### config.mk
export PLATFORM = sky130hd
export DESIGN_NAME = pipe_hazard_ctrl
export DESIGN_NICKNAME = d
export VERILOG_FILES = /design/src/rtl/pipe_hazard_ctrl.sv
export SDC_FILE = /design/constraint.sdc
export NUM_CORES = 1
export LEC_CHECK = 0
export CAP_MARGIN = 20
export CORE_ASPECT_RATIO = 1.75
export CORE_MARGIN = 2
export CORE_UTILIZATION = 45
export CTS_CLUSTER_DIAMETER = 80
export DETAILED_ROUTE_END_ITERATION = 16
export MAX_ROUTING_LAYER = met4
export PLACE_DENSITY = 0.76
export SLEW_MARGIN = 20
export SYNTH_ARGS = -nofsm -noshare
export SYNTH_HDL_FRONTEND = slang
export SYNTH_SLANG_ARGS = --single-unit
### constraint.sdc
create_clock -name clk -period 1.9 [get_ports clk]
set_clock_uncertainty 0.05 [all_clocks]
set_input_delay 0.285 -clock clk [delete_from_list [all_inputs] [get_ports clk]]
set_output_delay 0.285 -clock clk [all_outputs]
set_load 0.005 [all_outputs]
### src/rtl/pipe_hazard_ctrl.sv
// pipe_hazard_ctrl: resolves per-stage stall and flush requests into
// pipeline-register hold (stall), NOP-insert (bubble) and clear (flush)
// controls. Flushes whose stage is frozen are parked in a pending vector
// and applied once that stage advances. Also carries a consecutive-stall
// watchdog and a wrapping stall-cycle counter.
//
// Handshake: none. The control vectors are pure combinational levels that
// are valid every cycle. Requests are sampled at the rising edge only for
// the pending/watchdog/counter state.
module pipe_hazard_ctrl #(
    parameter int NUM_STAGES = 5,
    parameter int CNT_W      = 16,
    parameter int MAX_STALL  = 255
) (
    input  logic                  clk,
    input  logic                  rst,
    input  logic [NUM_STAGES-1:0] stallreq,
    input  logic [NUM_STAGES-1:0] flushreq,
    input  logic                  clr_timeout,
    output logic [NUM_STAGES-1:0] stall,
    output logic [NUM_STAGES-1:0] bubble,
    output logic [NUM_STAGES-1:0] flush,
    output logic                  stall_timeout,
    output logic [CNT_W-1:0]      stall_cnt,
    output logic [NUM_STAGES-1:0] o_dbg_pend
);

    localparam logic [15:0] MAX_W = 16'(MAX_STALL);

    logic [NUM_STAGES-1:0] r_pend;
    logic [15:0]           r_wd_cnt;
    logic                  r_timeout;
    logic [CNT_W-1:0]      r_stall_cnt;

    // w_frozen[i]: some stage at or above i is stalled, so stage i cannot move.
    // w_app_ge[i]: an applicable flush exists at index i or above (i <= f).
    logic [NUM_STAGES-1:0] w_frozen;
    logic [NUM_STAGES-1:0] w_freq;
    logic [NUM_STAGES-1:0] w_app;
    logic [NUM_STAGES-1:0] w_app_ge;
    logic [NUM_STAGES-1:0] w_pend_next;
    logic [NUM_STAGES-1:0] w_stall;
    logic [NUM_STAGES-1:0] w_bubble;
    logic [NUM_STAGES-1:0] w_flush;
    logic                  w_any_flush;
    logic                  w_any_stall;
    logic                  w_to_set;

    // Priority resolution: oldest applicable flush beats every stall.
    always_comb begin
        w_frozen    = '0;
        w_freq      = flushreq | r_pend;
        w_app       = '0;
        w_app_ge    = '0;
        w_stall     = '0;
        w_bubble    = '0;
        w_flush     = '0;
        w_frozen[NUM_STAGES-1] = stallreq[NUM_STAGES-1];
        for (int i = NUM_STAGES - 2; i >= 0; i--) begin
            w_frozen[i] = w_frozen[i+1] | stallreq[i];
        end
        w_app = w_freq & ~w_frozen;
        w_app_ge[NUM_STAGES-1] = w_app[NUM_STAGES-1];
        for (int i = NUM_STAGES - 2; i >= 0; i--) begin
            w_app_ge[i] = w_app_ge[i+1] | w_app[i];
        end
        w_any_flush = w_app_ge[0];
        // Everything at or below f is either applied or killed.
        w_pend_next = w_freq & ~w_app_ge;
        if (rst) begin
            if (w_any_flush) begin
                for (int j = 0; j < NUM_STAGES - 1; j++) begin
                    w_flush[j] = w_app_ge[j+1];
                end
            end else begin
                w_stall = w_frozen;
                // Bubble goes just above the highest stalled stage.
                for (int j = 1; j < NUM_STAGES; j++) begin
                    w_bubble[j] = stallreq[j-1] & ~w_frozen[j];
                end
            end
        end
        w_any_stall = |w_stall;
        w_to_set    = w_any_stall && (r_wd_cnt == MAX_W - 16'd1);
    end

    // Pending flushes, watchdog and stall-cycle counter.
    always_ff @(posedge clk or negedge rst) begin
        if (!rst) begin
            r_pend      <= '0;
            r_wd_cnt    <= '0;
            r_timeout   <= 1'b0;
            r_stall_cnt <= '0;
        end else begin
            r_pend <= w_pend_next;
            if (w_any_stall) begin
                if (r_wd_cnt != MAX_W) begin
                    r_wd_cnt <= r_wd_cnt + 16'd1;
                end
                r_stall_cnt <= r_stall_cnt + {{(CNT_W-1){1'b0}}, 1'b1};
            end else begin
                r_wd_cnt <= '0;
            end
            // A set in the same cycle as a clear wins.
            if (w_to_set) begin
                r_timeout <= 1'b1;
            end else if (clr_timeout) begin
                r_timeout <= 1'b0;
            end
        end
    end

    assign stall         = w_stall;
    assign bubble        = w_bubble;
    assign flush         = w_flush;
    assign stall_timeout = r_timeout;
    assign stall_cnt     = r_stall_cnt;
    assign o_dbg_pend    = r_pend;

endmodule

# ---- Word-level counts from Yosys, hierarchy flattened
# Index checks and enable logic that the tools add are counted.
dict set report classes {
  addsub 2
  multipliers 0
  div 0
  n_lt_le_gt_ge 0
  n_eq_ne 3
  n_shift 0
  mux 10
  n_bitwise 21
  n_reduce_logical 3
}
# cell n
set ops {}
lappend ops {{$add A16 B1 Y16 const B} 2}
lappend ops {{$mux W16} 2}
lappend ops {{$eq A16 B8 Y1 const B} 1}
lappend ops {{$mux W4} 4}
lappend ops {{$ne A16 B8 Y1 const B} 1}
lappend ops {{$and A5 B5 Y5} 2}
lappend ops {{$mux W5} 2}
lappend ops {{$not A5 Y5} 2}
lappend ops {{$or A1 B1 Y1} 8}
lappend ops {{$or A5 B5 Y5} 1}
lappend ops {{$reduce_or A5 Y1} 1}
lappend ops {{$and A1 B1 Y1} 4}
lappend ops {{$not A1 Y1} 4}
lappend ops {{$mux W1} 2}
lappend ops {{$ne A2 B1 Y1 const B} 1}
lappend ops {{$reduce_bool A2 Y1} 1}
lappend ops {{$logic_and A1 B1 Y1} 1}
dict set report word_totals {
  register_bits 38
  latch_bits 0
  ram_bits 0
  rom_bits 0
  inputBits 13
  output_inout_bits 37
  wordCells 43
  n_memories 0
}

# ---- Depth between registers and ports, before layout
# Gate-level depths: netlist of run 1.
dict set report depth {
  depth_word 15
  depth_mapped 6
  depth_no_buf 5
}

# ---- Worst setup path after synthesis of run 1
# Ideal clock, no wire load.
dict set report synth_path {
  kind {input -> output}
  start {input port stallreq[4]}
  end {output port bubble[2]}
  t_arrival_ps 1498
  required_ps 1565
  setup_slack_ps 67
  cell_stages 5
  path_buffers 1
  path_cell_list {or3_1 > buf_2 > o41ai_2 > nor3_1 > and3_1}
}
dict set report synth_via {
  elab_chain_cells 9
  elab_cells_between_ends 14
  classes_between {mux (2); bitwise (12)}
}
# item line
set synth_rtl {}
lappend synth_rtl {{from (decl)} 17} ;# input logic [NUM_STAGES-1:0] stallreq,
lappend synth_rtl {{$or A1 B1 Y1} 60} ;# w_frozen[i] = w_frozen[i+1] | stallreq[i];
lappend synth_rtl {{$not A5 Y5 or $or A1 B1 Y1 (tied branches)} {62, 60}}
lappend synth_rtl {{$and A5 B5 Y5 (tied with other cells)} 62} ;# w_app = w_freq & ~w_frozen;
lappend synth_rtl {{$or A1 B1 Y1 (tied with other cells) (2 in a row)} 65} ;# w_app_ge[i] = w_app_ge[i+1] | w_app[i];
lappend synth_rtl {{$or A1 B1 Y1 or $and A5 B5 Y5 (tied branches)} {65, 62}}
lappend synth_rtl {{$or A1 B1 Y1} 65}
lappend synth_rtl {{$mux W4 *} 71} ;# if (w_any_flush) begin
lappend synth_rtl {{$mux W4 *} 70} ;# if (rst) begin
lappend synth_rtl {{to (decl)} 21} ;# output logic [NUM_STAGES-1:0] bubble,
# Every way passes the cells marked *; elsewhere a longest branch is shown, timed or not.

# ---- Final worst setup path of run 1
dict set report layout_path {
  start {register r_pend[3], in the netlist o_dbg_pend[3]}
  end {output port stall[0]}
}
dict set report layout_via {
  elab_chain_cells 8
}
# item line
set layout_rtl {}
lappend layout_rtl {{from (decl)} 30} ;# logic [NUM_STAGES-1:0] r_pend;
lappend layout_rtl {{from (signal assigned)} 95} ;# r_pend <= w_pend_next;
lappend layout_rtl {{$or A5 B5 Y5} 52} ;# w_freq = flushreq | r_pend;
lappend layout_rtl {{$and A5 B5 Y5} 62}
lappend layout_rtl {{$or A1 B1 Y1 (4 in a row)} 65}
lappend layout_rtl {{$mux W5} 71}
lappend layout_rtl {{$mux W5} 70}
lappend layout_rtl {{to (decl)} 20} ;# output logic [NUM_STAGES-1:0] stall,
# Every way passes these cells.

==> impl_metrics.json, run 1 <==
{
  "avgSynthCellArea_um2": 9.66,
  "antennaDiodeCount": 0,
  "die_height_um": 94.1,
  "start_util_pct": 46.9,
  "num-nets-final": 360,
  "cts_sinks": 38,
  "cp-startpoint": "o_dbg_pend[3]",
  "outcome": "complete, but fails checks",
  "switching_power_w": 0.000725,
  "grt_pass1_wl_um": 11800,
  "yosys.area.top_type_share_pct": 45.6,
  "hold_violations": 0,
  "grt_setup_unrepaired": "true",
  "post-route-drc-count": 0,
  "globalplace.congestion": 0.916,
  "fp.dieArea_um2": 5220,
  "critPathLaunchType": "flop",
  "required_ns": 1.56,
  "row_count": 32,
  "switching_share_pct": 29.8,
  "synth.distinct_cells": 49,
  "power_density_nw_per_um2": 669,
  "final.fill_count": 233,
  "clk_latency_ns": 0.30,
  "htreeDepth": 2,
  "synth_most_common_cell": "dfrtp_1",
  "peakVddDrop_mv": 0.872,
  "grt_max_degree": 18,
  "cts_root_buf": "clkbuf_8",
  "syn_inst": 216,
  "synthTopCellsByArea": "dfrtp_1, xor2_1, nor2_1",
  "critPathKind": "reg -> out",
  "drv_cap": 0,
  "antenna_found_initial": 0,
  "drt_first_pass_iters": 4,
  "synth_seq_cells": 38,
  "io_pins": 50,
  "dp_hpwl_um": 4430,
  "via_count": 2364,
  "cp_max_fo": 2,
  "finalSetupViolCount": 9,
  "fin_cells": 396,
  "vias_per_cell": 5.97,
  "final.min_clock_period_ns": 2.03,
  "comb_power_share_pct": 31.7,
  "reg2reg_from": "o_dbg_pend[4]",
  "async_flop_share_pct": 100,
  "drive_above_1_share_pct": 43.8,
  "p_clk_share_pct": 28.5,
  "tns_ns": -0.743,
  "yosysWarnings": 0,
  "grt_usage_pct": 30.0,
  "path_clk_slew_ns": 0.08,
  "violations": "negative setup slack",
  "core-area_um2": 4440,
  "first_global_vias": 2448,
  "hp-class": "in -> async",
  "cts_tree": "built",
  "fmax_ghz": 0.493,
  "dp.cells": 362,
  "grt-ovfl-total": 0,
  "synth_commonest_cells": "dfrtp_1, nor2_1, nor3_1, xor2_1, nand3_1",
  "crit_path_end_kind": "output pin",
  "drv_slew": 0,
  "synth_edf_count": 0,
  "min_period_over_period_pct": 107,
  "pre_cts_slack_ns": -0.794,
  "seq_area_frac_synth_pct": 45.6,
  "p_leak_nw": 1.64,
  "area_growth_pct": 74.6,
  "syn_area_um2": 2090,
  "cp.arrival_ns": 1.69,
  "total_power_w": 0.00244,
  "drtIter0Drc": 108,
  "wirelength_um": 7870,
  "cts_buffer_depth": 2,
  "p_int_w": 0.00171,
  "synth-main-ff-cell": "dfrtp_1",
  "fp.dieW_um": 55.5,
  "numCtsBuffers": 5,
  "port-buffer-count": 47,
  "setup_ws_ns": -0.129,
  "ant_nets": 0,
  "seqPwrFrac_pct": 39.8,
  "wire_per_inst_um": 19.9,
  "post-synth-top-area-cell": "dfrtp_1"
}
==> through the flow <==
step	instance area [um^2]	hold slack, ns	utilization [%]
after global placement	2980	0.235	67.1
after detailed placement	2980	0.223	67.1
after floorplan	2090	-0.0606	-
after global routing	3640	0.0769	81.9
after CTS	3490	0.0622	78.5
final	3640	0.0662	81.9
==> logic make-up after synthesis <==
group	count (synthesis)	share of synthesized area, %
simple gates	111	29.6
compound gates	23	8.34
flops	38	45.6
xor+xnor	23	9.66
other cells	1	0.180
buf+inv	14	3.18
fa+ha+maj	3	1.80
mux	3	1.68
==> timing repair <==
| action | in CTS | in global routing |
|---|---|---|
| gates resized for setup | 112 | 38 |
| endpoints found under the hold margin | 17 | 0 |
| pin swaps | 20 | 23 |
| setup buffers | 23 | 6 |
| hold buffers | 2 | 0 |
| setup endpoints to repair | 37 | 30 |
==> final timing paths <==
| kind | to | slack, ns | cells after the start |
|---|---|---|---|
| min in group clk | o_dbg_pend[4] | 0.39 | 3 |
| hold reg to reg | stall_cnt[15] | 0.44 | 1 |
| hold / removal | o_dbg_pend[3] | 0.07 | 3 |
| setup / recovery | stall[0] | -0.13 | 6 |
| max in group asynchronous | stall_cnt[1] | 1.11 | 3 |
| setup reg to reg | stall_cnt[12] | -0.05 | 6 |
==> cells in the final DEF, fill, tap and decap left out, types with 3 or more instances in the layout <==
master	Yosys	routed
buf_4	3	63
dfrtp_1	38	36
nor2_1	28	24
clkdlybuf4s50_1	0	23
buf_6	0	18
xor2_1	14	14
nand3_1	13	12
nor3_1	16	11
nand2_1	10	10
buf_2	2	9
xnor2_1	9	8
inv_1	6	6
nor4_4	1	5
nand4_1	5	5
clkbuf_8	0	5
dlygate4sd2_1	0	5
nor3_2	0	4
nor4b_4	0	4
nor4_1	8	4
nor2_4	0	3
or4_4	2	3
o31ai_1	3	3
a21oi_1	6	3
ha_1	3	3
dlymetal6s2s_1	0	3
==> registers in the layout, summed over array words and instances, names as in the netlist <==
| signal | cells |
|---|---|
| r_wd_cnt | 16 |
| stall_cnt | 16 |
| o_dbg_pend | 5 |
| stall_timeout | 1 |
==> power by group through the flow <==
stage | registers [W] | logic (W) | clock network (W)
floorplan | 0.000977 | 0.000188 | 0
global placement | 0.000961 | 0.000591 | 0
finish | 0.000970 | 0.000772 | 0.000693
detailed placement | 0.000962 | 0.000596 | 0
global route | 0.000974 | 0.000823 | 0.000732
CTS | 0.000957 | 0.000703 | 0.000690
==> critical path, stage by stage, from the launching register on <==
cell and delay, ns:
dfrtp_1 0.42, buf_6 0.13, or2_4 0.26, a211oi_4 0.29, nand2_2 0.11, inv_2 0.08, buf_2 0.11
==> metal layers <==
metal  part of all wire, %  GRT usage [%]
met1                    36           29.7
met3                   5.0           4.82
met4                   5.6           17.1
met2                    54           54.7
met5                     0              -
==> area by class of cell <==
class / instances / area, um^2 / area share (%)
inverter: 7 / 26.3 / 0.722
timing repair buffer: 127 / 1090 / 29.9
sequential: 38 / 953 / 26.2
multi-input combinational: 165 / 1400 / 38.6
tap: 51 / 63.8 / 1.75
clock inverter: 1 / 30.0 / 0.825
clock buffer: 7 / 76.3 / 2.10
(Power assumes the default switching activity.)
==> run 2, diff against run 1 <==
--- a/config.mk
+++ b/config.mk
@@ -5,7 +5,7 @@
 export SDC_FILE = /design/constraint.sdc
 export NUM_CORES = 1
 export LEC_CHECK = 0
-export CAP_MARGIN = 20
+export CAP_MARGIN = 15
 export CORE_ASPECT_RATIO = 1.75
 export CORE_MARGIN = 2
 export CORE_UTILIZATION = 45
==> results of run 2 <==
The final DEF is identical to that of run 1; final timing and power are the same.
==> run 3, diff against run 2 <==
--- a/config.mk
+++ b/config.mk
@@ -5,7 +5,7 @@
 export SDC_FILE = /design/constraint.sdc
 export NUM_CORES = 1
 export LEC_CHECK = 0
-export CAP_MARGIN = 15
+export CAP_MARGIN = 20
 export CORE_ASPECT_RATIO = 1.75
 export CORE_MARGIN = 2
 export CORE_UTILIZATION = 45
==> results of run 3 <==
The final DEF is identical to that of run 1; final timing and power are the same.
